<file path="config.mk">
export PLATFORM = sky130hd
export DESIGN_NAME = alarm_timekeeper
export DESIGN_NICKNAME = d
export VERILOG_FILES = /design/src/rtl/alarm_timekeeper.sv
export SDC_FILE = /design/constraint.sdc
export NUM_CORES = 1
export LEC_CHECK = 0
export BUFFER_PORTS_ARGS = -buffer_cell sky130_fd_sc_hd__buf_2
export CAP_MARGIN = 20
export CORE_ASPECT_RATIO = 2
export CORE_MARGIN = 3
export CORE_UTILIZATION = 35
export DETAILED_ROUTE_END_ITERATION = 8
export GPL_TIMING_DRIVEN = 0
export HOLD_SLACK_MARGIN = 0.03
export PLACE_DENSITY_LB_ADDON = 0.3
export SETUP_SLACK_MARGIN = 0.2
export SLEW_MARGIN = 40
export SYNTH_ARGS = -nofsm -noshare
export SYNTH_HDL_FRONTEND = slang
export SYNTH_SLANG_ARGS = --single-unit
</file>
<file path="constraint.sdc">
create_clock -name clk -period 2.8 [get_ports clk]
set_input_delay 0.28 -clock clk [delete_from_list [all_inputs] [get_ports clk]]
set_output_delay 0.28 -clock clk [all_outputs]
set_load 0.02 [all_outputs]
</file>
<file path="src/rtl/alarm_timekeeper.sv">
// Time-of-day (24h BCD) and alarm core with set modes and alarm ring FSM.
// Optional snooze support is built when ALARM_SNOOZE_EN is defined.
module alarm_timekeeper #(
    parameter int unsigned RING_SEC   = 60,
    parameter int unsigned SNOOZE_MIN = 5
) (
    input  logic       clk,
    input  logic       rst,
    input  logic       tick_in,
    input  logic [1:0] mode,
    input  logic       inc_min,
    input  logic       inc_hr,
    input  logic       alarm_en,
    input  logic       alarm_off,
    input  logic       snooze,
    output logic [7:0] hr_bcd,
    output logic [7:0] min_bcd,
    output logic [7:0] sec_bcd,
    output logic [7:0] al_hr_bcd,
    output logic [7:0] al_min_bcd,
    output logic       sec_tick,
    output logic       alarm_ring
);

    typedef enum logic [1:0] {
        MODE_RUN       = 2'b00,
        MODE_SET_TIME  = 2'b01,
        MODE_SET_ALARM = 2'b10,
        MODE_RUN_ALT   = 2'b11
    } mode_e;

`ifdef ALARM_SNOOZE_EN
    typedef enum logic [1:0] {IDLE, RINGING, SNOOZED} state_e;
`else
    typedef enum logic {IDLE, RINGING} state_e;
`endif

    localparam logic [15:0] RING_LAST = 16'(RING_SEC - 1);

    state_e      state, next_state;
    logic        tick_q;
    logic        rise;
    logic        set_time;
    logic        set_alarm;
    logic        trigger;
    logic        timeout;
    logic [15:0] ring_cnt;

    // Wraps to 00 at max, otherwise increments keeping both nibbles valid BCD.
    function automatic logic [7:0] bcd_inc(input logic [7:0] v, input logic [7:0] max);
        if (v == max)
            return 8'h00;
        else if (v[3:0] == 4'd9)
            return {v[7:4] + 4'd1, 4'h0};
        else
            return {v[7:4], v[3:0] + 4'd1};
    endfunction

    assign rise      = tick_in & ~tick_q;
    assign set_time  = (mode == MODE_SET_TIME);
    assign set_alarm = (mode == MODE_SET_ALARM);

    always_ff @(posedge clk or posedge rst) begin
        if (rst) begin
            tick_q     <= '0;
            sec_tick   <= '0;
            hr_bcd     <= '0;
            min_bcd    <= '0;
            sec_bcd    <= '0;
            al_hr_bcd  <= '0;
            al_min_bcd <= '0;
        end else begin
            tick_q   <= tick_in;
            sec_tick <= rise & ~set_time;
            // Holding seconds at 00 for the whole set-time period is equivalent to clearing on entry.
            if (set_time) begin
                sec_bcd <= '0;
                if (inc_min) min_bcd <= bcd_inc(min_bcd, 8'h59);
                if (inc_hr)  hr_bcd  <= bcd_inc(hr_bcd, 8'h23);
            end else if (rise) begin
                sec_bcd <= bcd_inc(sec_bcd, 8'h59);
                if (sec_bcd == 8'h59) begin
                    min_bcd <= bcd_inc(min_bcd, 8'h59);
                    if (min_bcd == 8'h59) hr_bcd <= bcd_inc(hr_bcd, 8'h23);
                end
            end
            if (set_alarm) begin
                if (inc_min) al_min_bcd <= bcd_inc(al_min_bcd, 8'h59);
                if (inc_hr)  al_hr_bcd  <= bcd_inc(al_hr_bcd, 8'h23);
            end
        end
    end

    // sec_tick with seconds at 00 occurs once per minute, so the match fires once.
    assign trigger = sec_tick & (sec_bcd == 8'h00) & (hr_bcd == al_hr_bcd) &
                     (min_bcd == al_min_bcd) & alarm_en & ~set_time & ~set_alarm;
    assign timeout = sec_tick & (ring_cnt == RING_LAST);

`ifdef ALARM_SNOOZE_EN
    localparam logic [11:0] SNOOZE_LAST = 12'(SNOOZE_MIN * 60 - 1);

    logic [11:0] snooze_cnt;
    logic        snooze_done;

    assign snooze_done = sec_tick & (snooze_cnt == SNOOZE_LAST);

    always_ff @(posedge clk or posedge rst) begin
        if (rst)
            snooze_cnt <= '0;
        else if (state != SNOOZED)
            snooze_cnt <= '0;
        else if (sec_tick)
            snooze_cnt <= snooze_cnt + 12'd1;
    end
`else
    logic [1:0] unused_snooze;
    assign unused_snooze = {snooze, 1'(SNOOZE_MIN)};
`endif

    always_ff @(posedge clk or posedge rst) begin
        if (rst)
            ring_cnt <= '0;
        else if (state != RINGING)
            ring_cnt <= '0;
        else if (sec_tick)
            ring_cnt <= ring_cnt + 16'd1;
    end

    always_ff @(posedge clk or posedge rst) begin
        if (rst)
            state <= IDLE;
        else
            state <= next_state;
    end

    always_comb begin
        next_state = state;
        case (state)
            IDLE: begin
                if (trigger) next_state = RINGING;
            end
            RINGING: begin
                if (alarm_off || !alarm_en)
                    next_state = IDLE;
`ifdef ALARM_SNOOZE_EN
                else if (snooze)
                    next_state = SNOOZED;
`endif
                else if (timeout)
                    next_state = IDLE;
            end
`ifdef ALARM_SNOOZE_EN
            SNOOZED: begin
                if (alarm_off || !alarm_en)
                    next_state = IDLE;
                else if (snooze_done)
                    next_state = RINGING;
            end
`endif
            default: next_state = IDLE;
        endcase
    end

    always_comb begin
        alarm_ring = (state == RINGING);
    end

endmodule

</file>
Word-level counts from Yosys, hierarchy flattened. Cells that the tools add are included.

Add/subtract/negate cells: 11. Multipliers: 0. Divide/modulo/power cells: 0. Magnitude comparators: 0. Equal/unequal tests: 18. Shifts and indexed selects: 0. Muxes and demuxes: 27. Bitwise logic cells: 13. Reductions and logical operators: 16.

Operator list (count): 8-bit two-way mux (21); 4-bit by 1-bit adder with 4-bit output, second input constant (10); 16-bit two-way mux (2); 8-bit by 7-bit equality test with 1-bit output, second input constant (3); 4-bit equality test, second input constant (5); 16-bit by 1-bit adder with 16-bit output, second input constant (1); 16-bit by 6-bit equality test with 1-bit output, second input constant (1); 8-bit by 6-bit equality test with 1-bit output, second input constant (2); 8-bit equality test (2); 2-bit nonzero test (5); 1-bit AND (9); 3-bit AND reduction (3); 8-bit zero test (1); 2-bit inequality test, second input constant (3); 2-bit AND reduction (3); 1-bit inverter (4); 4-bit AND reduction (1); 1-bit two-way mux (3); 3-bit nonzero test (1); 2-bit by 1-bit equality test with 1-bit output, second input constant (1); 2-bit equality test, second input constant (1); 1-bit one-hot mux with 2 select lines (1); 1-bit zero test (1); 1-bit logical OR (1).

Register bits after elaboration: 59. Bits in latches: 0. Memory bits (writable): 0. Memory bits (read-only): 0. Bits of input ports: 10. Output and inout bits: 42. Memories: 0.

Depth between registers and ports, before layout. Gate-level depths: netlist of run 1.

Depth in word-level cells: 9. Mapped depth: 8. Gate-level depth less buffers: 7.

Worst setup path after synthesis of run 1. OpenSTA, ideal clock, no wires.

Path kind: register to register. Start point: register sec_bcd[1]. End point: register hr_bcd[1]. Arrival time: 2.180 ns. Setup slack: 0.493 ns. Cell stages (with the launch flop): 8. Buffers on the path: 0. Path through: dfrtp_1 -> inv_1 -> ha_1 -> nand3b_4 -> or4_1 -> o21ai_4 -> and2_4 -> mux2_1.

Cells in the longest elaborated chain, start to end: 3.

RTL lines: start: declaration (line 18) `output logic [7:0] sec_bcd,`; start signal: assignment (line 81) `sec_bcd <= bcd_inc(sec_bcd, 8'h59);`; 8-bit by 7-bit equality test with 1-bit output (line 82) `if (sec_bcd == 8'h59) begin`; 2-bit nonzero test (no line); 4-bit AND reduction (no line); end signal: assignment (line 79) `if (inc_hr) hr_bcd <= bcd_inc(hr_bcd, 8'h23);`; end signal: assignment (line 84) `if (min_bcd == 8'h59) hr_bcd <= bcd_inc(hr_bcd, 8'h23);`; end: declaration (line 16) `output logic [7:0] hr_bcd,`.

Every way passes these cells. A chain may end at the register's enable or synchronous reset.

Worst setup path in the final report of run 1. Same ends and word-level chain as after synthesis.

==> run metrics, run 1 <==
total power draw 0.00341 W; Pleak 2.04 nW; delay-heaviest family, CP simple AND/OR/NAND/NOR gates; period utilization 0.858; Fill cells 972; Max FO, Critical Path 9; CP Data Required Time 3.00 ns; Area growth syn-to-layout 21.1%; vias in the first global route 2959; Worst-Skew Late Latency 0.32 ns; Syn Inst Count 361; XOR/XNOR share of the synthesized area 0.0864; routed via count 2836; RSZ-0062 raised after global routing no; endpoint class of the critical path flip-flop; Diodes inserted 0; CTS Root Cell clkbuf_16; Hold WS 0.0907 ns; Iter 0 DRT Violations 71; worst hold path class in -> reg; FF+latch count, synth 59; post-synthesis mux area share 0.0290; Die ar. 11100 sq um; synth warn 0; min Tclk post-route 2.40 ns; post-synthesis area per instance 9.55 sq um; post-route worst setup slack 0.398 ns; DP Area 3880 sq um; grt ovf 0; Vias/cell 5.08; Placer Congestion 0.779; Final Instance Area 4170 sq um; Synth Area in Compound Gates 0.0951; Worst EP arrival 2.61 ns; Detailed Route WL 8270 um; # DRC 0; die width 76.2 um; Slowest Stage Delay on Critical Path 0.58 ns; share of post-route cells with drive strength above 1 0.196; post-synthesis cell type count 52; Post-Place Worst Slack 0.412 ns; chip height 146 um; FFs w/ async S/R, synth 1.00; largest family of logic cells by synthesized area simple AND/OR/NAND/NOR gates; max-capacitance violation count 0; DRT Pass-1 Iters 4; Simple-Gate Fraction of Synth Area 0.257; setup violators final 0; fmax 416 MHz; initial antenna violation count 0; Fin Clk Skew 0.00403 ns; Critical-path top delay cell or4_1; Main synth FF type dfrtp_1; status complete, no violations; start-to-end type of the worst setup path reg -> reg; Placeable Area 9510 sq um; CTS tree yes; placed wire-length estimate 6300 um; post-synthesis sequential area ratio 0.428; final slew viol count 0; input/output buffers 50; syn nets 392; cts repair resizes 0; pwr dens 817 nW/um^2; initial core utilization 0.363; reg2reg setup slack 0.40 ns; final hold violation count 0; final net count 455; clock sink total 59; Max VDD drop 498 uV; top-level I/O count 52; Max-slew headroom 0.599; Adder-Cell Fraction of Synth Area 0.0762; WL/cell 14.8 um; synthesized area 3450 sq um; Startpoint Class flip-flop; CTS max path bufs 2; clock-pin slew on the worst setup and hold paths 0.05 ns; Setup TNS 0 ns; H-tree depth 3; worst slew pin tran 0.599 ns; number of synthesized flops with an enable pin 0; number of buffer and inverter stages on the critical path 1; largest net degree at the start of global routing 32; CTS Buf Count 9; first-pass GRT wire length 14200 um; cells along the critical path inv_1 -> ha_1 -> nand3b_4 -> or4_1 -> o21ai_4 -> and2_4 -> mux2_1; row count 50; DRT antenna net count 0; Total GRT Usage 0.159
## layout make-up
| cell class | instances | area [sq um] | share of cell area |
|---|---|---|---|
| tap | 130 | 163 | 0.0390 |
| timing repair buffer | 52 | 280 | 0.0672 |
| multi-input combinational | 277 | 1870 | 0.449 |
| clock buffer | 13 | 270 | 0.0648 |
| sequential | 59 | 1480 | 0.354 |
| inverter | 17 | 66.3 | 0.0159 |
| clock inverter | 2 | 10.0 | 0.00240 |
| buffer | 8 | 32.5 | 0.00780 |
## what timing repair did
action / CTS / global route
hold buffers: 1 / 0
buffers inserted: 0 / 0
endpoints found under the hold margin: 30 / 0
## sequential cells by signal, summed over array words and instances, names as in the netlist
name and cells:
min_bcd 8, al_min_bcd 8, hr_bcd 8, tick_q 1, sec_tick 1, al_hr_bcd 8
ring_cnt 16, sec_bcd 8, alarm_ring 1
## worst reg2reg max path, delay by kind of cell, from the launching register on
family,cells,cell delay (ns)
AO/OA/AOI/OAI,1,0.29
adder cells (fa/ha/maj),1,0.23
buffers and inverters,1,0.10
flip-flops,1,0.43
multiplexers,1,0.31
AND/OR/NAND/NOR,3,0.93
## report_power, final
group	leakage (nW)	total [W]	internal [W]	switching (W)
Combinational	1.13	0.00110	0.000445	0.000652
Sequential	0.772	0.00129	0.00101	0.000279
Clock	0.141	0.00102	0.000662	0.000359
Total	2.04	0.00341	0.00212	0.00129
## final timing paths
path,start,endpoint,cells after the start
max reg2reg,sec_bcd[1]$_DFFE_PP0N_,hr_bcd[1]$_DFFE_PP0P_,7
min in group asynchronous,rst,al_min_bcd[2]$_DFFE_PP0P_,3
max,sec_bcd[1]$_DFFE_PP0N_,hr_bcd[1]$_DFFE_PP0P_,7
min,tick_in,tick_q$_DFF_PP0_,1
min reg2reg,al_hr_bcd[7]$_DFFE_PP0P_,al_hr_bcd[7]$_DFFE_PP0P_,1
max in group asynchronous,rst,sec_bcd[1]$_DFFE_PP0N_,4
## synth_stat cells, drive strengths merged, types with 3 or more instances
master,count,share of area
and3,5,0.0091
nand2,39,0.045
nand2b,4,0.0073
xnor2,15,0.038
clkbuf,6,0.0065
or4,3,0.0065
and2,17,0.032
nor3,10,0.016
ha,21,0.076
nand3,14,0.022
nand3b,3,0.010
nor2,31,0.034
xor2,19,0.048
nand4,10,0.018
mux2,5,0.017
or3,4,0.0076
dfrtp,59,0.43
inv,17,0.019
o21ai,22,0.035
nor2b,6,0.011
and3b,4,0.011
a21oi,9,0.013
nor4,8,0.015
a31oi,3,0.0054
mux2i,4,0.012
## cell usage in the layout, fill, tap and decap left out, types with 3 or more instances in the layout
master / n
dfrtp_1: 59
buf_2: 52
nand2_1: 38
nor2_1: 31
o21ai_0: 21
ha_1: 21
xor2_1: 19
and2_1: 16
inv_1: 16
xnor2_1: 15
nand3_1: 13
nand4_1: 10
nor3_1: 9
a21oi_1: 9
clkbuf_16: 9
nor4_1: 8
clkbuf_1: 7
nor2b_1: 6
and3_1: 5
nand2b_1: 4
mux2i_1: 4
and3b_1: 3
or4_1: 3
a31oi_1: 3
or3_1: 3
mux2_2: 3
clkbuf_8: 3
## logic make-up after synthesis
kind of cell	count (synthesis)
simple gates	164
flops	59
mux	9
compound gates	49
buf+inv	25
fa+ha+maj	21
xor+xnor	34
## routing by layer
layer / vias up / GRT usage / wire (um)
met5: - / 0 / 0
met4: 0 / 0.0826 / 280
met3: 21 / 0.0327 / 285
met2: 48 / 0.301 / 4580
met1: 1384 / 0.161 / 3130
li1: 1383 / - / -
## through the flow
step                      utilization  cells
after floorplan                     -    361
after global placement          0.406    541
after detailed placement        0.408    542
after CTS                       0.439    558
after global routing            0.439    558
final                           0.439    558
(Power assumes the default switching activity.)
==> run 2, diff against run 1 <==
- CORE_MARGIN: 3 -> 2
- RECOVER_POWER: default -> 100
==> run 2 against run 1 <==
Cell count grew 0.18%. Routed wire length shrank 2.5%. Hold slack gained 0.0085 ns. Sequential power is essentially flat. Critical endpoint unchanged. Largest cell class unchanged.
==> run metrics, run 2 (synthesis results as in run 1) <==
final slew viol count 0 (unchanged); Slowest Stage Delay on Critical Path 0.62 ns (was 0.58 ns); Die ar. 10700 sq um (was 11100 sq um); number of buffer and inverter stages on the critical path 1 (unchanged); Max FO, Critical Path 9 (unchanged); Diodes inserted 0 (unchanged); Worst EP arrival 2.70 ns (was 2.61 ns); R2R Path End hr_bcd[1]$_DFFE_PP0P_ (unchanged); setup violators final 0 (unchanged); Hold Crit Start tick_in (unchanged); status complete, no violations (unchanged); CTS Buf Count 9 (unchanged); start-to-end type of the worst setup path reg -> reg (unchanged); worst slew pin tran 1.12 ns (was 0.599 ns); cts repair resizes 0 (unchanged); die width 74.2 um (was 76.2 um); Worst Hold Path Cells 1 (unchanged); dpl cells 544 (was 542); share of post-route cells with drive strength above 1 0.0843 (was 0.196); Critical-path top delay cell or4_1 (unchanged); # DRC 0 (unchanged); grt ovf 0 (unchanged); delay-heaviest family, CP simple AND/OR/NAND/NOR gates (unchanged); period utilization 0.891 (was 0.858); fin cells 559 (was 558); setup bufs post-CTS 0 (unchanged); vias in the first global route 2817 (was 2959); pwr dens 823 nW/um^2 (was 817 nW/um^2); largest net degree at the start of global routing 36 (was 32); Setup TNS 0 ns (unchanged); chip height 144 um (was 146 um); first-pass GRT wire length 13700 um (was 14200 um); reg2reg setup slack 0.31 ns (was 0.40 ns); top-level I/O count 52 (unchanged); fmax 401 MHz (was 416 MHz); worst r2r path cells 7 (unchanged); CP Data Required Time 3.01 ns (was 3.00 ns); placed wire-length estimate 6150 um (was 6300 um); reg-to-reg critical path startpoint sec_bcd[1]$_DFFE_PP0N_ (unchanged); Detailed Route WL 8070 um (was 8270 um); Area growth syn-to-layout 18.0% (was 21.1%); Worst-Skew Late Latency 0.33 ns (was 0.32 ns); CTS tree yes (unchanged); initial antenna violation count 0 (unchanged); routed via count 2812 (was 2836); worst hold path class in -> reg (unchanged); min Tclk post-route 2.49 ns (was 2.40 ns); DRT Pass-1 Iters 5 (was 4); DRT antenna net count 0 (unchanged); Biggest register ring_cnt (unchanged); Hold-fix buffers, CTS 1 (unchanged); row count 51 (was 50); most frequent cells in the layout dfrtp_1 (59), clkbuf_1 (51), nand2_1 (38), nor2_1 (31) (was dfrtp_1 (59), buf_2 (52), nand2_1 (38), nor2_1 (31)); Final Instance Area 4070 sq um (was 4170 sq um); Iter 0 DRT Violations 87 (was 71); Placer Congestion 0.781 (was 0.779); initial core utilization 0.358 (was 0.363); clock-pin slew on the worst setup and hold paths 0.05 ns (about the same); Placeable Area 9640 sq um (was 9510 sq um); clock sink total 59 (unchanged); final hold violation count 0 (unchanged); input/output buffers 50 (unchanged); Vias/cell 5.03 (was 5.08); CTS Root Cell clkbuf_16 (unchanged); CTS max path bufs 2 (unchanged); most common cell after layout, fill and taps aside dfrtp_1 (unchanged); cells along the critical path inv_1 -> ha_1 -> nand3b_1 -> or4_1 -> o21ai_4 -> and2_4 -> mux2_1 (was inv_1 -> ha_1 -> nand3b_4 -> or4_1 -> o21ai_4 -> and2_4 -> mux2_1); Startpoint Class flip-flop (unchanged); H-tree depth 3 (unchanged); Total GRT Usage 0.168 (was 0.159); max reg flops 16 (unchanged); max-capacitance violation count 0 (unchanged); final net count 455 (unchanged); Fin Clk Skew 0.00457 ns (was 0.00403 ns); DP Area 3880 sq um (about the same); RSZ-0062 raised after global routing no (unchanged); WL/cell 14.4 um (was 14.8 um); Worst Hold End tick_q$_DFF_PP0_ (unchanged); Pleak 1.83 nW (was 2.04 nW); endpoint class of the critical path flip-flop (unchanged); Max VDD drop 494 uV (was 498 uV); Max-slew headroom 0.251 (was 0.599); Layout Utilization 0.422 (was 0.439)
run 2: power by group:
group	internal [W]	switching [W]
logic	0.000400	0.000653
clock network	0.000631	0.000372
registers	0.00101	0.000282
total	0.00204	0.00131
run 2: worst reg2reg max path: cells and delay by family (launching register included):
| family | cells | cell delay (ns) |
|---|---|---|
| AOI/OAI and AO/OA | 1 | 0.28 |
| DFF | 1 | 0.43 |
| adders and majority gates | 1 | 0.18 |
| muxes | 1 | 0.31 |
| and+or+nand+nor | 3 | 1.07 |
| buffers and inverters | 1 | 0.11 |
run 2: area by class of cell:
type	instances	area [sq um]
tap	132	165
fill	982	5570
multi-input combinational	277	1850
clock buffer	11	253
timing repair buffer	52	209
clock inverter	3	15.0
sequential	59	1480
buffer	8	32.5
inverter	17	65.1
run 2: worst max-delay path by stage:
| stage | start | to | slack, ns | depth (start not counted) |
|---|---|---|---|---|
| floorplan | sec_bcd[1]$_DFFE_PP0N_ | hr_bcd[1]$_DFFE_PP0P_ | 0.49 | 7 |
| global placement | rst | hr_bcd[6]$_DFFE_PP0P_ | 0.21 | 2 |
| detailed placement | sec_bcd[1]$_DFFE_PP0N_ | hr_bcd[1]$_DFFE_PP0P_ | 0.41 | 7 |
| CTS | sec_bcd[1]$_DFFE_PP0N_ | hr_bcd[1]$_DFFE_PP0P_ | 0.38 | 7 |
| global route | sec_bcd[1]$_DFFE_PP0N_ | hr_bcd[1]$_DFFE_PP0P_ | 0.21 | 7 |
| finish | sec_bcd[1]$_DFFE_PP0N_ | hr_bcd[1]$_DFFE_PP0P_ | 0.31 | 7 |
run 2: per-layer routing:
layer	track usage	vias to the layer above	share of wire
met5	0	-	0
met4	0.0775	0	0.025
met3	0.0341	16	0.034
met2	0.304	50	0.55
met1	0.181	1363	0.39
li1	-	1383	-
run 2: through the flow:
stage | power [W] | hold slack [ns] | setup WS [ns]
floorplan | 0.00203 | 0.311 | 0.493
global placement | 0.00240 | 0.413 | 0.206
detailed placement | 0.00243 | 0.281 | 0.407
CTS | 0.00345 | 0.0733 | 0.380
global route | 0.00359 | 0.104 | 0.213
finish | 0.00335 | 0.0993 | 0.305
==> run 3, diff against run 2 <==
- RECOVER_POWER: 100 -> default
- clock period: 2.8 -> 2.84 ns (I/O delays scaled with it)
==> run 3 against run 2 <==
Sequential share of layout area shrank 0.83 points. Combinational power grew 4%. Fmax grew 3.7%. Hold slack lost 0.011 ns. Sequential power is essentially flat. Cell count is the same. Sequential cell count is the same. Die area is the same. Critical path type unchanged.
==> run metrics, run 3 (synthesis results as in run 1) <==
placed wire-length estimate 6150 um (unchanged); Hold Crit Start tick_in (unchanged); Hold WS 0.0886 ns (was 0.0993 ns); first-pass GRT wire length 13700 um (unchanged); die width 74.2 um (unchanged); R2R Path End hr_bcd[1]$_DFFE_PP0P_ (unchanged); Max-slew headroom 0.596 (was 0.251); CTS tree yes (unchanged); worst r2r path cells 7 (unchanged); DRT Pass-1 Iters 4 (was 5); most frequent cells in the layout dfrtp_1 (59), buf_2 (52), nand2_1 (38), nor2_1 (31) (was dfrtp_1 (59), clkbuf_1 (51), nand2_1 (38), nor2_1 (31)); Worst-Skew Late Latency 0.33 ns (about the same); H-tree depth 3 (unchanged); period utilization 0.847 (was 0.891); WL/cell 14.4 um (about the same); max reg flops 16 (unchanged); Max FO, Critical Path 9 (unchanged); grt ovf 0 (unchanged); DRT antenna net count 0 (unchanged); Total GRT Usage 0.168 (unchanged); crit path from sec_bcd[1]$_DFFE_PP0N_ (unchanged); cells along the critical path inv_1 -> ha_1 -> nand3b_4 -> or4_1 -> o21ai_4 -> and2_4 -> mux2_1 (was inv_1 -> ha_1 -> nand3b_1 -> or4_1 -> o21ai_4 -> and2_4 -> mux2_1); max-capacitance violation count 0 (unchanged); clock sink total 59 (unchanged); final slew viol count 0 (unchanged); Startpoint Class flip-flop (unchanged); Final Instance Area 4160 sq um (was 4070 sq um); start-to-end type of the worst setup path reg -> reg (unchanged); pwr dens 804 nW/um^2 (was 823 nW/um^2); CP Data Required Time 3.05 ns (was 3.01 ns); clock-pin slew on the worst setup and hold paths 0.05 ns (about the same); initial core utilization 0.358 (unchanged); largest net degree at the start of global routing 36 (unchanged); Slowest Stage Delay on Critical Path 0.57 ns (was 0.62 ns); chip height 144 um (unchanged); Placeable Area 9640 sq um (unchanged); min Tclk post-route 2.41 ns (was 2.49 ns); Worst Hold End tick_q$_DFF_PP0_ (unchanged); DP Area 3880 sq um (unchanged); input/output buffers 50 (unchanged); share of post-route cells with drive strength above 1 0.197 (was 0.0843); initial antenna violation count 0 (unchanged); Iter 0 DRT Violations 90 (was 87); Worst Hold Path Cells 1 (unchanged); vias in the first global route 2817 (unchanged); Vias/cell 5.03 (about the same); number of buffer and inverter stages on the critical path 1 (unchanged); routed via count 2809 (was 2812); Worst path depth 7 (unchanged); CTS Root Cell clkbuf_16 (unchanged); Max VDD drop 484 uV (was 494 uV); Fin Clk Skew 0.00421 ns (was 0.00457 ns); Critical-path top delay cell or4_1 (unchanged); endpoint class of the critical path flip-flop (unchanged); worst hold path class in -> reg (unchanged); Placer Congestion 0.781 (unchanged); Diodes inserted 0 (unchanged); setup violators final 0 (unchanged); top-level I/O count 52 (unchanged); Worst EP arrival 2.61 ns (was 2.70 ns); total power draw 0.00335 W (about the same); reg2reg setup slack 0.43 ns (was 0.31 ns); # DRC 0 (unchanged); setup bufs post-CTS 0 (unchanged); fmax 416 MHz (was 401 MHz); status complete, no violations (unchanged); Biggest register ring_cnt (unchanged); most common cell after layout, fill and taps aside dfrtp_1 (unchanged); CTS Buf Count 9 (unchanged); final net count 455 (unchanged); reg-to-reg critical path startpoint sec_bcd[1]$_DFFE_PP0N_ (unchanged); RSZ-0062 raised after global routing no (unchanged); Die ar. 10700 sq um (unchanged); Setup TNS 0 ns (unchanged); Pleak 2.04 nW (was 1.83 nW); worst slew pin tran 0.603 ns (was 1.12 ns); final hold violation count 0 (unchanged); Area growth syn-to-layout 20.8% (was 18.0%); row count 51 (unchanged); CTS max path bufs 2 (unchanged); Detailed Route WL 8050 um (was 8070 um); delay-heaviest family, CP simple AND/OR/NAND/NOR gates (unchanged)
-- run 3: cell count changes in the layout (fill, tap and decap cells not counted), sizes merged --
cell	change
inv	+1
clkinvlp	-1
clkbuf	-46
buf	+46
-- run 3: per-layer routing --
layer  share of wire  track usage  vias up
li1                -            -     1380
met3           0.038       0.0341       16
met1            0.39        0.181     1364
met4           0.025       0.0775        0
met5               0            0        -
met2            0.55        0.304       49
-- run 3: cell type report --
class,instances,area (sq um)
timing repair buffer,52,280
clock inverter,3,15.0
multi-input combinational,277,1870
inverter,17,66.3
fill,959,5470
clock buffer,11,253
tap,132,165
buffer,8,32.5
sequential,59,1480
-- run 3: worst max path at each step --
stage / endpoint
detailed placement: hr_bcd[1]$_DFFE_PP0P_
finish: hr_bcd[1]$_DFFE_PP0P_
global route: hr_bcd[1]$_DFFE_PP0P_
global placement: hr_bcd[6]$_DFFE_PP0P_
CTS: hr_bcd[1]$_DFFE_PP0P_
floorplan: hr_bcd[1]$_DFFE_PP0P_
-- run 3: metrics by stage --
stage | utilization | instances | setup WS (ns)
after global placement | 0.401 | 543 | 0.242
after global routing | 0.432 | 559 | 0.329
after CTS | 0.432 | 559 | 0.420
after floorplan | - | 361 | 0.533
after detailed placement | 0.403 | 544 | 0.447
final | 0.432 | 559 | 0.435
-- run 3: report_power, final --
part	internal, W	switching (W)
registers	0.000999	0.000275
clock network	0.000622	0.000365
logic	0.000440	0.000649
total	0.00206	0.00129
-- run 3: worst reg2reg max path, stage by stage (launching register included) --
cell,delay (ns)
dfrtp_1,0.43
inv_1,0.11
ha_1,0.22
nand3b_4,0.13
or4_1,0.58
o21ai_4,0.29
and2_4,0.23
mux2_1,0.32
-- run 3: timing repair --
item	in CTS	in global routing
hold endpoints to repair	24	0
resized for setup	0	0
hold buffers	1	0
